==> config.mk <==
export PLATFORM = sky130hd
export DESIGN_NAME = shadow_write_queue
export DESIGN_NICKNAME = d
export VERILOG_FILES = /design/src/rtl/shadow_write_queue.sv
export SDC_FILE = /design/constraint.sdc
export NUM_CORES = 1
export LEC_CHECK = 0
export BUFFER_PORTS_ARGS = -buffer_cell sky130_fd_sc_hd__buf_2
export CAP_MARGIN = 5
export CORE_MARGIN = 3
export CORE_UTILIZATION = 37
export CTS_CLUSTER_SIZE = 25
export DETAILED_ROUTE_END_ITERATION = 10
export PLACE_DENSITY = 0.52
export SLEW_MARGIN = 25
export SYNTH_ARGS = -nofsm -noshare
export SYNTH_HDL_FRONTEND = slang
export SYNTH_SLANG_ARGS = --single-unit
==> constraint.sdc <==
create_clock -name clk_sys -period 4.19 [get_ports clk_sys]
set_input_delay 1.257 -clock clk_sys [delete_from_list [all_inputs] [get_ports clk_sys]]
set_output_delay 1.257 -clock clk_sys [all_outputs]
set_load 0.01 [all_outputs]
==> src/rtl/shadow_write_queue.sv <==
// Captures CPU writes into shadowed video regions of banks $00/$01 and replays
// them, one per 1 MHz slot, as writes into slow RAM banks $E0/$E1.
module shadow_write_queue #(
    parameter int FIFO_AW = 3
) (
    input  logic               clk_sys,
    input  logic               reset_n,
    input  logic               cpu_valid,
    input  logic               cpu_we,
    input  logic [7:0]         cpu_bank,
    input  logic [15:0]        cpu_addr,
    input  logic [7:0]         cpu_dout,
    input  logic [7:0]         shadow_reg,
    input  logic               slow_ce,
    input  logic               slow_port_busy,
    output logic [16:0]        slow_addr,
    output logic [7:0]         slow_din,
    output logic               slow_we,
    output logic               cpu_stall,
    output logic [FIFO_AW:0]   fifo_count,
    output logic               overflow
);

    localparam int DEPTH = 1 << FIFO_AW;
    localparam logic [FIFO_AW:0] FULL_COUNT = (FIFO_AW + 1)'(DEPTH);

    logic [24:0]        mem [DEPTH];
    logic [FIFO_AW-1:0] rd_ptr;
    logic [FIFO_AW-1:0] wr_ptr;
    logic [FIFO_AW:0]   count_next;

    logic is_full;
    logic is_empty;
    logic match;
    logic push;
    logic pop;
    logic drop;

    logic in_text1;
    logic in_text2;
    logic in_hires1;
    logic in_hires2;
    logic in_super;
    logic low_bank;
    logic bank_one;
    logic region_ok;

    logic unused_shadow;
    assign unused_shadow = &{1'b0, shadow_reg[7:6]};

    // Region decode: a set shadow_reg bit inhibits shadowing of that region.
    always_comb begin
        in_text1  = (cpu_addr[15:10] == 6'b000001);
        in_text2  = (cpu_addr[15:10] == 6'b000010);
        in_hires1 = (cpu_addr[15:13] == 3'b001);
        in_hires2 = (cpu_addr[15:13] == 3'b010);
        in_super  = (cpu_addr[15:13] == 3'b011) || (cpu_addr[15:13] == 3'b100);
        low_bank  = (cpu_bank[7:1] == 7'd0);
        bank_one  = cpu_bank[0];

        region_ok = 1'b0;
        if (in_text1) begin
            region_ok = ~shadow_reg[0];
        end else if (in_text2) begin
            region_ok = ~shadow_reg[5];
        end else if (in_hires1) begin
            region_ok = bank_one ? ((~shadow_reg[1] & ~shadow_reg[4]) | ~shadow_reg[3])
                                 : ~shadow_reg[1];
        end else if (in_hires2) begin
            region_ok = bank_one ? ((~shadow_reg[2] & ~shadow_reg[4]) | ~shadow_reg[3])
                                 : ~shadow_reg[2];
        end else if (in_super) begin
            region_ok = bank_one & ~shadow_reg[3];
        end

        match = cpu_valid & cpu_we & low_bank & region_ok;
    end

    // A pop in the same cycle frees the slot, so a full FIFO can still accept.
    always_comb begin
        is_full  = (fifo_count == FULL_COUNT);
        is_empty = (fifo_count == '0);
        pop      = slow_ce & ~slow_port_busy & ~is_empty;
        push     = match & (~is_full | pop);
        drop     = match & is_full & ~pop;

        count_next = fifo_count;
        if (push && !pop) begin
            count_next = fifo_count + (FIFO_AW + 1)'(1);
        end else if (pop && !push) begin
            count_next = fifo_count - (FIFO_AW + 1)'(1);
        end
    end

    always_ff @(posedge clk_sys) begin
        if (push) begin
            mem[wr_ptr] <= {cpu_bank[0], cpu_addr, cpu_dout};
        end
    end

    always_ff @(posedge clk_sys or negedge reset_n) begin
        if (!reset_n) begin
            rd_ptr     <= '0;
            wr_ptr     <= '0;
            fifo_count <= '0;
            cpu_stall  <= 1'b0;
            overflow   <= 1'b0;
            slow_addr  <= '0;
            slow_din   <= '0;
            slow_we    <= 1'b0;
        end else begin
            fifo_count <= count_next;
            cpu_stall  <= (count_next == FULL_COUNT);
            slow_we    <= pop;
            if (push) begin
                wr_ptr <= wr_ptr + FIFO_AW'(1);
            end
            if (pop) begin
                rd_ptr    <= rd_ptr + FIFO_AW'(1);
                slow_addr <= mem[rd_ptr][24:8];
                slow_din  <= mem[rd_ptr][7:0];
            end
            if (drop) begin
                overflow <= 1'b1;
            end
        end
    end

endmodule

==> results.tsv, run 1 <==
metric	value	unit
numClockSinks	238	
max-vdd-ir-drop	0.428	mV
r2r.worst_path.cells	7	
max_cap_viol_count	0	
status	complete, no violations	
end_kind	flop	
drtIter0Drc	308	
io_pins	78	
post-route-util	45.6	%
coreArea	24500	um^2
min_period	3.22	ns
seq_area	6960	um^2
die_w	165	um
cts_root_buffer	clkbuf_16	
worst_slew_pin_slew	0.776	ns
rows	57	
min-delay-start	overflow$_DFFE_PN0P_	
initial_core_util	38.0	%
yosys_most_used_dff	edfxtp_1	
final_nets	641	
worstPathArrival	3.43	ns
ys_seq_area_share	74.6	%
design_area	11200	um^2
netlist_area	9330	um^2
finalWeightedCongestion	0.721	
grtUsageTotal	14.2	%
synthArstFlopShare	16.0	%
start_kind	primary input	
holdPathStages	1	
synth_nets	541	
cts_made_buffers	27	
area_growth	19.9	%
regToRegSetupSlack	1.86	ns
placed_cell_area	10300	um^2
rsz0062_at_grt	no	
cts-htree-levels	1	
clk_latency	0.52	ns
hp-class	reg -> reg	
io_buffers	75	
final_cells	936	
wl_per_cell	20.2	um
synth.distinct_cells	49	
cellPowerDensity	591	nW/um^2
yosysWarnings	0	
wl_met2	9620	um
cp_max_fo	19	
diodes	0	
power	6610	uW
antenna_found_initial	1	
startpoint	cpu_addr[14]	
grt_pass1_vias	5037	
first_pass_iters	4	
met1_length	8240	um
syn-instance-count	491	
max_freq	311	MHz
top_layer	met5	
dieHeight	165	um
postRouteAntennaNets	0	
hold_end	overflow$_DFFE_PN0P_	
r2r-start	fifo_count[0]$_DFF_PN0_	
synth.avg_cell_area	19.0	um^2
setup-violations-final	0	
postCtsHoldBufs	0	
synth_edf_count	200	
cts_setup_buffers	0	
finalHoldViolCount	0	
rr_endpoint	mem[0][24]$_DFFE_PP_	
multiInputGateArea	2310	um^2
path_clk_slew	0.05	ns
fin_setup_tns	0	ns
worst_clock_skew	0.0117	ns
drt-vias-per-instance	5.08	
dp.final_hpwl	11300	um
dpl.cell_count	886	
synth-seq-cells	238	
cts_resized	0	
worstSetupPathType	in -> reg	
leakagePower	0.00390	uW
drive_gt1_share	33.2	%
grt_max_degree	54	
min_period_over_period	76.8	%
grt_pass1_wl	29000	um
cts_tree	yes	
vias	4757	
wl	18900	um
fill_cells	2137	
cp.required	4.40	ns
dieArea	27200	um^2
final_max_slew_viol_count	0	
drc	0	
relSlewSlack	48.3	%
routed-wl-met3	706	um
grt_remaining_overflow	0	
cts_buffer_depth	3	
## power breakdown
| group | internal [uW] | switching (uW) |
|---|---|---|
| Combinational | 759 | 685 |
| Sequential | 2720 | 241 |
| Clock | 1330 | 867 |
| Total | 4820 | 1790 |
## final cells by class
cell class	instances	share of cell area, %
Clock inverter	10	0.951
Sequential cell	238	62.2
Clock buffer	40	6.57
Multi-Input combinational cell	227	20.7
Timing Repair Buffer	93	5.82
Tap cell	324	3.62
Inverter	4	0.134
## cells by family (layout without fill, tap and decap cells)
logic type	Yosys count	count (layout)	share of synthesized area, %
flip-flops	238	238	74.6
AO/OA/AOI/OAI	50	50	3.27
multiplexers	78	78	15.1
adder cells (fa/ha/maj)	4	4	0.536
XOR/XNOR	5	5	0.469
buffers and inverters	26	147	1.19
AND/OR/NAND/NOR	90	90	4.84
## routing by layer
layer / GRT usage [%] / vias to the layer above
met5: 0 / -
met4: 3.43 / 2
met3: 2.58 / 29
met2: 24.5 / 81
met1: 18.9 / 2474
li1: - / 2171
## cells in the final DEF (no fill, tap or decap), types with 2 or more instances in the layout
cell / count
nor2b_1: 2
nand3_1: 7
dfrtp_1: 36
buf_12: 8
nand3b_1: 3
ha_1: 4
nand4_1: 4
nand2b_1: 4
clkinv_1: 2
xnor2_1: 4
nand2_1: 39
o21ai_0: 31
nor3_4: 2
bufinv_16: 2
edfxtp_1: 200
nor2_1: 6
a211oi_1: 3
nor2_2: 6
buf_4: 8
buf_16: 2
a21oi_1: 5
nor3_1: 4
clkinv_2: 5
nor3b_1: 2
mux4_2: 50
buf_2: 75
mux2i_1: 26
clkbuf_1: 12
clkbuf_16: 27
inv_1: 3
## flip-flops by register name, summed over array words and instances (netlist names)
name,count
fifo_count,4
slow_we,1
wr_ptr,3
mem,200
rd_ptr,3
overflow,1
cpu_stall,1
slow_din,8
slow_addr,17
## synthesized netlist by cell type, types with 2 or more instances
master,number,area (um^2)
nor2b_1,2,12.5
o21ai_0,31,155
nor3b_1,2,15.0
nor3_1,6,30.0
xnor2_1,4,35.0
a21oi_1,5,25.0
ha_1,4,50.1
inv_1,3,11.3
clkbuf_1,14,52.6
buf_2,5,25.0
dfrtp_1,38,951
nand3_1,7,35.0
mux2i_1,26,260
nor2_1,12,45.0
edfxtp_1,200,6010
buf_1,2,7.51
nand2_1,39,146
nand2b_1,4,25.0
a211oi_1,3,22.5
nand4_1,4,25.0
mux4_2,50,1130
nand3b_1,3,22.5
## worst max-delay path, cell delays in order
cell      delay [ns]
buf_2           0.19
or4b_1          0.54
mux2_4          0.29
a22oi_1         0.17
and3_1          0.20
nand3b_1        0.26
nor3_4          0.28
buf_12          0.22
## how the worst max path moves through the flow
| stage | endpoint | slack [ns] | cells past startpoint |
|---|---|---|---|
| 4_1_cts | mem[0][24]$_DFFE_PP_ | 0.98 | 8 |
| 3_5_place_dp | mem[0][8]$_DFFE_PP_ | 0.43 | 8 |
| 2_1_floorplan | mem[2][0]$_DFFE_PP_ | 0.13 | 6 |
| 3_3_place_gp | mem[0][8]$_DFFE_PP_ | 0.49 | 8 |
| 6_report | mem[0][24]$_DFFE_PP_ | 0.97 | 8 |
| 5_1_grt | mem[2][22]$_DFFE_PP_ | 0.88 | 8 |
## metrics by stage
step | hold slack, ns | setup slack, ns
2_1_floorplan | 0.484 | 0.126
4_1_cts | 0.470 | 0.980
6_report | 0.462 | 0.974
3_3_place_gp | 0.450 | 0.493
3_5_place_dp | 0.457 | 0.435
5_1_grt | 0.489 | 0.883
Power figures use the tool's default switching activity.
==> run 2: changes to the inputs <==
--- a/config.mk
+++ b/config.mk
@@ -5,13 +5,14 @@
 export SDC_FILE = /design/constraint.sdc
 export NUM_CORES = 1
 export LEC_CHECK = 0
+export ABC_AREA = 1
 export BUFFER_PORTS_ARGS = -buffer_cell sky130_fd_sc_hd__buf_2
 export CAP_MARGIN = 5
 export CORE_MARGIN = 3
 export CORE_UTILIZATION = 37
 export CTS_CLUSTER_SIZE = 25
 export DETAILED_ROUTE_END_ITERATION = 10
-export PLACE_DENSITY = 0.52
+export PLACE_DENSITY = 0.54
 export SLEW_MARGIN = 25
 export SYNTH_ARGS = -nofsm -noshare
 export SYNTH_HDL_FRONTEND = slang
==> constraint.sdc (replaced) <==
create_clock -name clk_sys -period 2.8 [get_ports clk_sys]
set_input_delay 0.84 -clock clk_sys [delete_from_list [all_inputs] [get_ports clk_sys]]
set_output_delay 0.84 -clock clk_sys [all_outputs]
set_load 0.01 [all_outputs]
==> results.tsv, run 2 <==
metric	value	unit	change
synth_top_area_cell	edfxtp_1		
cts_root_buffer	clkbuf_16		
numClockSinks	238		unchanged
finalWeightedCongestion	0.717		-0.60%
netlist_area	9470	um^2	+1.4%
final_cell_mix	edfxtp_1, nor2_1, o21ai_0		
synth_nets	777		+44%
min_period_over_period	83.2	%	
status	complete, no violations		
post-route-util	45.9	%	+0.33 points
first_pass_iters	4		unchanged
dieHeight	166	um	+0.69%
io_buffers	75		unchanged
cts_tree	yes		
grtUsageTotal	16.2	%	+2.0 points
worst_clock_skew	0.0114	ns	-0.000321 ns
vias	6101		+28%
hp-class	in -> async		
final_common_cell	edfxtp_1		
grt_pass1_wl	35500	um	+22%
rows	57		unchanged
fill_cells	2195		+2.7%
cp.required	3.01	ns	-1.39 ns
cts_setup_buffers	0		unchanged
fin_setup_tns	0	ns	unchanged
final_cells	1170		+25%
grt_max_degree	102		+89%
worst_slew_pin_slew	0.877	ns	+0.101 ns
drc	0		unchanged
regToRegSetupSlack	0.47	ns	-1.39 ns
cts-htree-levels	1		unchanged
yosysMostFrequentCell	edfxtp_1		
power	10400	uW	+57%
seq_area	6960	um^2	about the same
area_growth	20.0	%	
finalHoldViolCount	0		unchanged
io_pins	78		unchanged
cts_resized	0		unchanged
ys_seq_area_share	73.5	%	-1.1 points
worstSetupPathType	reg -> reg		
drtIter0Drc	307		-0.32%
diodes	0		unchanged
dieArea	27500	um^2	+1.4%
grt_pass1_vias	6489		+29%
initial_core_util	38.3	%	+0.22 points
coreArea	24700	um^2	+0.87%
rr_endpoint	mem[3][0]$_DFFE_PP_		
top_register	mem		
postCtsHoldBufs	0		unchanged
end_kind	flop		
synth.distinct_cells	36		-27%
multiInputGateArea	2300	um^2	-0.60%
yosysWarnings	0		unchanged
max-vdd-ir-drop	0.574	mV	+34%
drt-vias-per-instance	5.21		+2.6%
leakagePower	0.00415	uW	+6.3%
cts_buffer_depth	3		unchanged
cellPowerDensity	912	nW/um^2	+54%
r2r-start	fifo_count[0]$_DFF_PN0_		
largest_reg_flops	200		unchanged
min_period	2.33	ns	
postRouteAntennaNets	0		unchanged
max_freq	429	MHz	
path_clk_slew	0.06	ns	about the same
syn-instance-count	727		+48%
cp_max_fo	10		-9
synth-seq-cells	238		unchanged
final_nets	877		+37%
final_max_slew_viol_count	0		unchanged
reg_top3	mem (200), slow_addr (17), slow_din (8)		
synth.avg_cell_area	13.0	um^2	-31%
cts_made_buffers	26		-3.7%
dpl.cell_count	1123		+27%
drive_gt1_share	22.6	%	-11 points
rsz0062_at_grt	no		
synthArstFlopShare	16.0	%	unchanged
worstPathArrival	2.54	ns	-0.89 ns
clk_latency	0.52	ns	about the same
synth_edf_count	200		unchanged
dp.final_hpwl	13400	um	+19%
setup-violations-final	0		unchanged
antenna_found_initial	1		unchanged
relSlewSlack	41.6	%	-6.7 points
start_kind	flop		
die_w	166	um	+0.69%
grt_remaining_overflow	0		unchanged
wl_per_cell	19.3	um	-4.6%
synth_area_leaders	edfxtp_1, dfrtp_1, o21ai_0, nor2_1, o221ai_1		
synth_top_area_share	63.4	%	-0.92 points
wl	22600	um	+19%
synth_commonest_cells	edfxtp_1, nor2_1, o21ai_0		
yosys_most_used_dff	edfxtp_1		
max_cap_viol_count	0		unchanged
r2r.worst_path.cells	10		+3
## run 2: through the flow
stage	cell area (um^2)	setup slack [ns]	hold slack, ns
global placement	10500	-0.0190	0.459
global route	11400	0.318	0.491
CTS	11400	0.455	0.467
detailed placement	10500	-0.0443	0.462
finish	11400	0.471	0.426
floorplan	9510	-0.282	0.513
## run 2: layer usage
| layer | global-route usage, % | vias up | wire [um] |
|---|---|---|---|
| met5 | 0 | - | 9 |
| met3 | 2.43 | 43 | 1010 |
| li1 | - | 2874 | - |
| met2 | 27.4 | 139 | 10900 |
| met1 | 21.8 | 3043 | 10100 |
| met4 | 4.88 | 2 | 473 |
## run 2: area by class of cell
type	instances	share of cell area, %
flip-flops and latches	238	61.2
multi-input cells	419	20.2
clock buffers	41	6.85
repair buffers	115	6.50
well taps	324	3.57
inverters	27	0.914
clock inverters	6	0.727
## run 2: worst max path at each step
stage | slack (ns) | cells after the start | to | start
final | 0.47 | 10 | mem[3][0]$_DFFE_PP_ | fifo_count[0]$_DFF_PN0_
after global routing | 0.32 | 10 | mem[3][11]$_DFFE_PP_ | fifo_count[0]$_DFF_PN0_
after CTS | 0.45 | 10 | mem[3][11]$_DFFE_PP_ | fifo_count[0]$_DFF_PN0_
after detailed placement | -0.04 | 9 | mem[3][9]$_DFFE_PP_ | cpu_addr[11]
after global placement | -0.02 | 9 | mem[3][7]$_DFFE_PP_ | cpu_addr[11]
after floorplan | -0.28 | 9 | mem[1][0]$_DFFE_PP_ | cpu_bank[6]
## run 2: cell families (layout without fill, tap and decap cells)
kind of cell	Yosys count	count (layout)	share of synthesized area (%)
AO/OA/AOI/OAI	168	168	11.0
buffers and inverters	70	189	3.19
XOR/XNOR	6	6	0.555
adder cells (fa/ha/maj)	4	4	0.529
flip-flops	238	238	73.5
AND/OR/NAND/NOR	241	241	11.2
## run 2: worst max-delay path: stages (launching register included)
cell     delay [ns]
dfrtp_1        0.45
inv_1          0.10
ha_1           0.20
inv_1          0.09
nor2_2         0.04
inv_2          0.12
nor3_4         0.07
nor2_2         0.16
nand2_1        0.26
nor3_4         0.24
buf_4          0.27
## run 2: where the power goes
group          internal, uW  switching, uW  total (uW)  leakage, uW
sequential             4070            159        4230      0.00225
combinational           894           1840        2730      0.00147
clock                  2080           1320        3400     0.000419
==> run 3: changes to the inputs <==
==> constraint.sdc (replaced) <==
create_clock -name clk_sys -period 1.9 [get_ports clk_sys]
set_input_delay 0.57 -clock clk_sys [delete_from_list [all_inputs] [get_ports clk_sys]]
set_output_delay 0.57 -clock clk_sys [all_outputs]
set_load 0.01 [all_outputs]
==> results.tsv, run 3 (synthesis results as in run 2) <==
metric	value	unit	change
grt_pass1_vias	6435		-0.83%
grt_remaining_overflow	0		unchanged
finalWeightedCongestion	0.774		+8.0%
initial_core_util	38.3	%	unchanged
io_buffers	75		unchanged
worst_path_max_delay_cell	dfrtp_1		
critPathMostFrequentCell	inv_2		
end_kind	flop		
placed_cell_area	10700	um^2	+2.3%
largest_reg_flops	200		unchanged
worstPathArrival	2.19	ns	-0.35 ns
max-vdd-ir-drop	0.694	mV	+21%
first_pass_iters	5		+1
io_pins	78		unchanged
min_period	1.98	ns	-0.349 ns
finalHoldViolCount	0		unchanged
grt_pass1_wl	35200	um	-0.82%
drc	0		unchanged
wl_per_cell	19.4	um	+0.70%
fin_hold_ws	0.0313	ns	-0.395 ns
cp_max_fo	9		-1
rows	57		unchanged
antenna_found_initial	0		-1
r2r-start	fifo_count[1]$_DFF_PN0_		
dpl.cell_count	1141		+1.6%
final_common_cell	edfxtp_1		
cp.required	2.11	ns	-0.90 ns
relSlewSlack	69.4	%	+28 points
status	finished, violations left		
cpPeakStageDelay	0.37	ns	-0.08 ns
cellPowerDensity	1280	nW/um^2	+40%
start_kind	flop		
max_freq	505	MHz	+18%
numClockSinks	238		unchanged
drive_gt1_share	27.8	%	+5.2 points
diodes	0		unchanged
design_area	12200	um^2	+7.3%
drt-vias-per-instance	5.23		+0.22%
top_register	mem		
max_cap_viol_count	0		unchanged
cts-htree-levels	1		unchanged
coreArea	24700	um^2	unchanged
min_period_over_period	104	%	+21 points
rsz0062_at_grt	yes		
setup-violations-final	115		+115
cts_tree	yes		
clk_latency	0.51	ns	about the same
worst_clock_skew	0.0134	ns	+0.00200 ns
worst_slew_pin_slew	0.459	ns	-0.418 ns
violations	negative setup slack		
area_growth	28.8	%	
vias	6355		+4.2%
die_w	166	um	unchanged
dieArea	27500	um^2	unchanged
wl	23600	um	+4.7%
postRouteAntennaNets	0		unchanged
final_cell_mix	edfxtp_1, nor2_1, o21ai_0		
hp-class	in -> async		
final_cells	1216		+3.9%
path_clk_slew	0.06	ns	about the same
leakagePower	0.00453	uW	+9.3%
startpoint	fifo_count[1]$_DFF_PN0_		
crit_chain	inv_2, ha_4, inv_2, nor2_2, inv_2, nor3_4, nor2_4, nand2_4, buf_6, nor3_4, buf_6, buf_12		
cts_root_buffer	clkbuf_16		
final_max_slew_viol_count	0		unchanged
grtUsageTotal	16.0	%	-0.16 points
dp.final_hpwl	13400	um	+0.33%
worstSetupPathType	reg -> reg		
final_nets	924		+5.4%
layout_setup_ws	-0.0799	ns	-0.551 ns
dieHeight	166	um	unchanged
grt_max_degree	102		unchanged
cts_made_buffers	25		-3.8%
cts_buffer_depth	3		unchanged
reg_top3	mem (200), slow_addr (17), slow_din (8)		
drtIter0Drc	549		+79%
[run 3: cell types whose count changed in the layout (fill, tap and decap cells not counted), moves of 5 or more]
cell	change
clkbuf_16	+6
clkinv_1	+5
buf_6	+13
buf_12	+8
buf_4	+10
buf_8	+9
[run 3: critical path, delay by kind of cell, from the launching register on]
family / cells / cell delay, ns
DFF: 1 / 0.37
buffers and inverters: 6 / 0.65
and+or+nand+nor: 5 / 0.49
adders and majority gates: 1 / 0.15
[run 3: per-layer routing]
layer | routed length, um | vias to the layer above | track usage [%]
li1 | - | 2969 | -
met1 | 9880 | 3151 | 20.4
met2 | 11800 | 194 | 28.3
met3 | 1380 | 41 | 2.79
met4 | 572 | 0 | 4.48
met5 | 0 | - | 0
[run 3: layout make-up]
type | count | area, um^2
clock inverters | 12 | 158
inverters | 27 | 104
well taps | 324 | 405
clock buffers | 33 | 686
fillers | 2129 | 12600
multi-input cells | 419 | 2360
repair buffers | 163 | 1520
flip-flops and latches | 238 | 6960
[run 3: stage by stage]
stage                     total power (uW)  utilization [%]  worst slack (ns)  setup TNS [ns]
after floorplan                       9030                -            -0.583         -107.17
after global placement               10500             43.4            -0.504          -94.71
after detailed placement             10700             43.4            -0.534          -99.33
after CTS                            15700             47.8           -0.0609           -1.28
after global routing                 16400             49.3            -0.153          -16.36
final                                15500             49.3           -0.0799           -4.98
[run 3: timing repair]
item                       CTS  global route
setup endpoints to repair  201           203
gates cloned                 3            12
hold buffers                 0             0
gates resized for setup     16            24
setup buffers               10            10
pin swaps                    3             6
[run 3: path summary, 6_finish.rpt]
check	end	slack (ns)	depth (start not counted)
worst max-delay path	mem[1][11]$_DFFE_PP_	-0.08	12
worst min-delay path	fifo_count[0]$_DFF_PN0_	0.03	2
worst max register to register	mem[1][11]$_DFFE_PP_	-0.08	12
worst min register to register	slow_addr[11]$_DFFE_PN0N_	0.47	2
max in group asynchronous	rd_ptr[0]$_DFFE_PN0N_	1.62	2
min in group clk_sys	mem[4][3]$_DFFE_PP_	0.33	1
[run 3: power by group]
group	leakage, uW	internal, uW	switching (uW)
logic	0.00187	1580	2840
clock network	0.000412	3060	1870
registers	0.00225	6000	190
total	0.00453	10600	4900
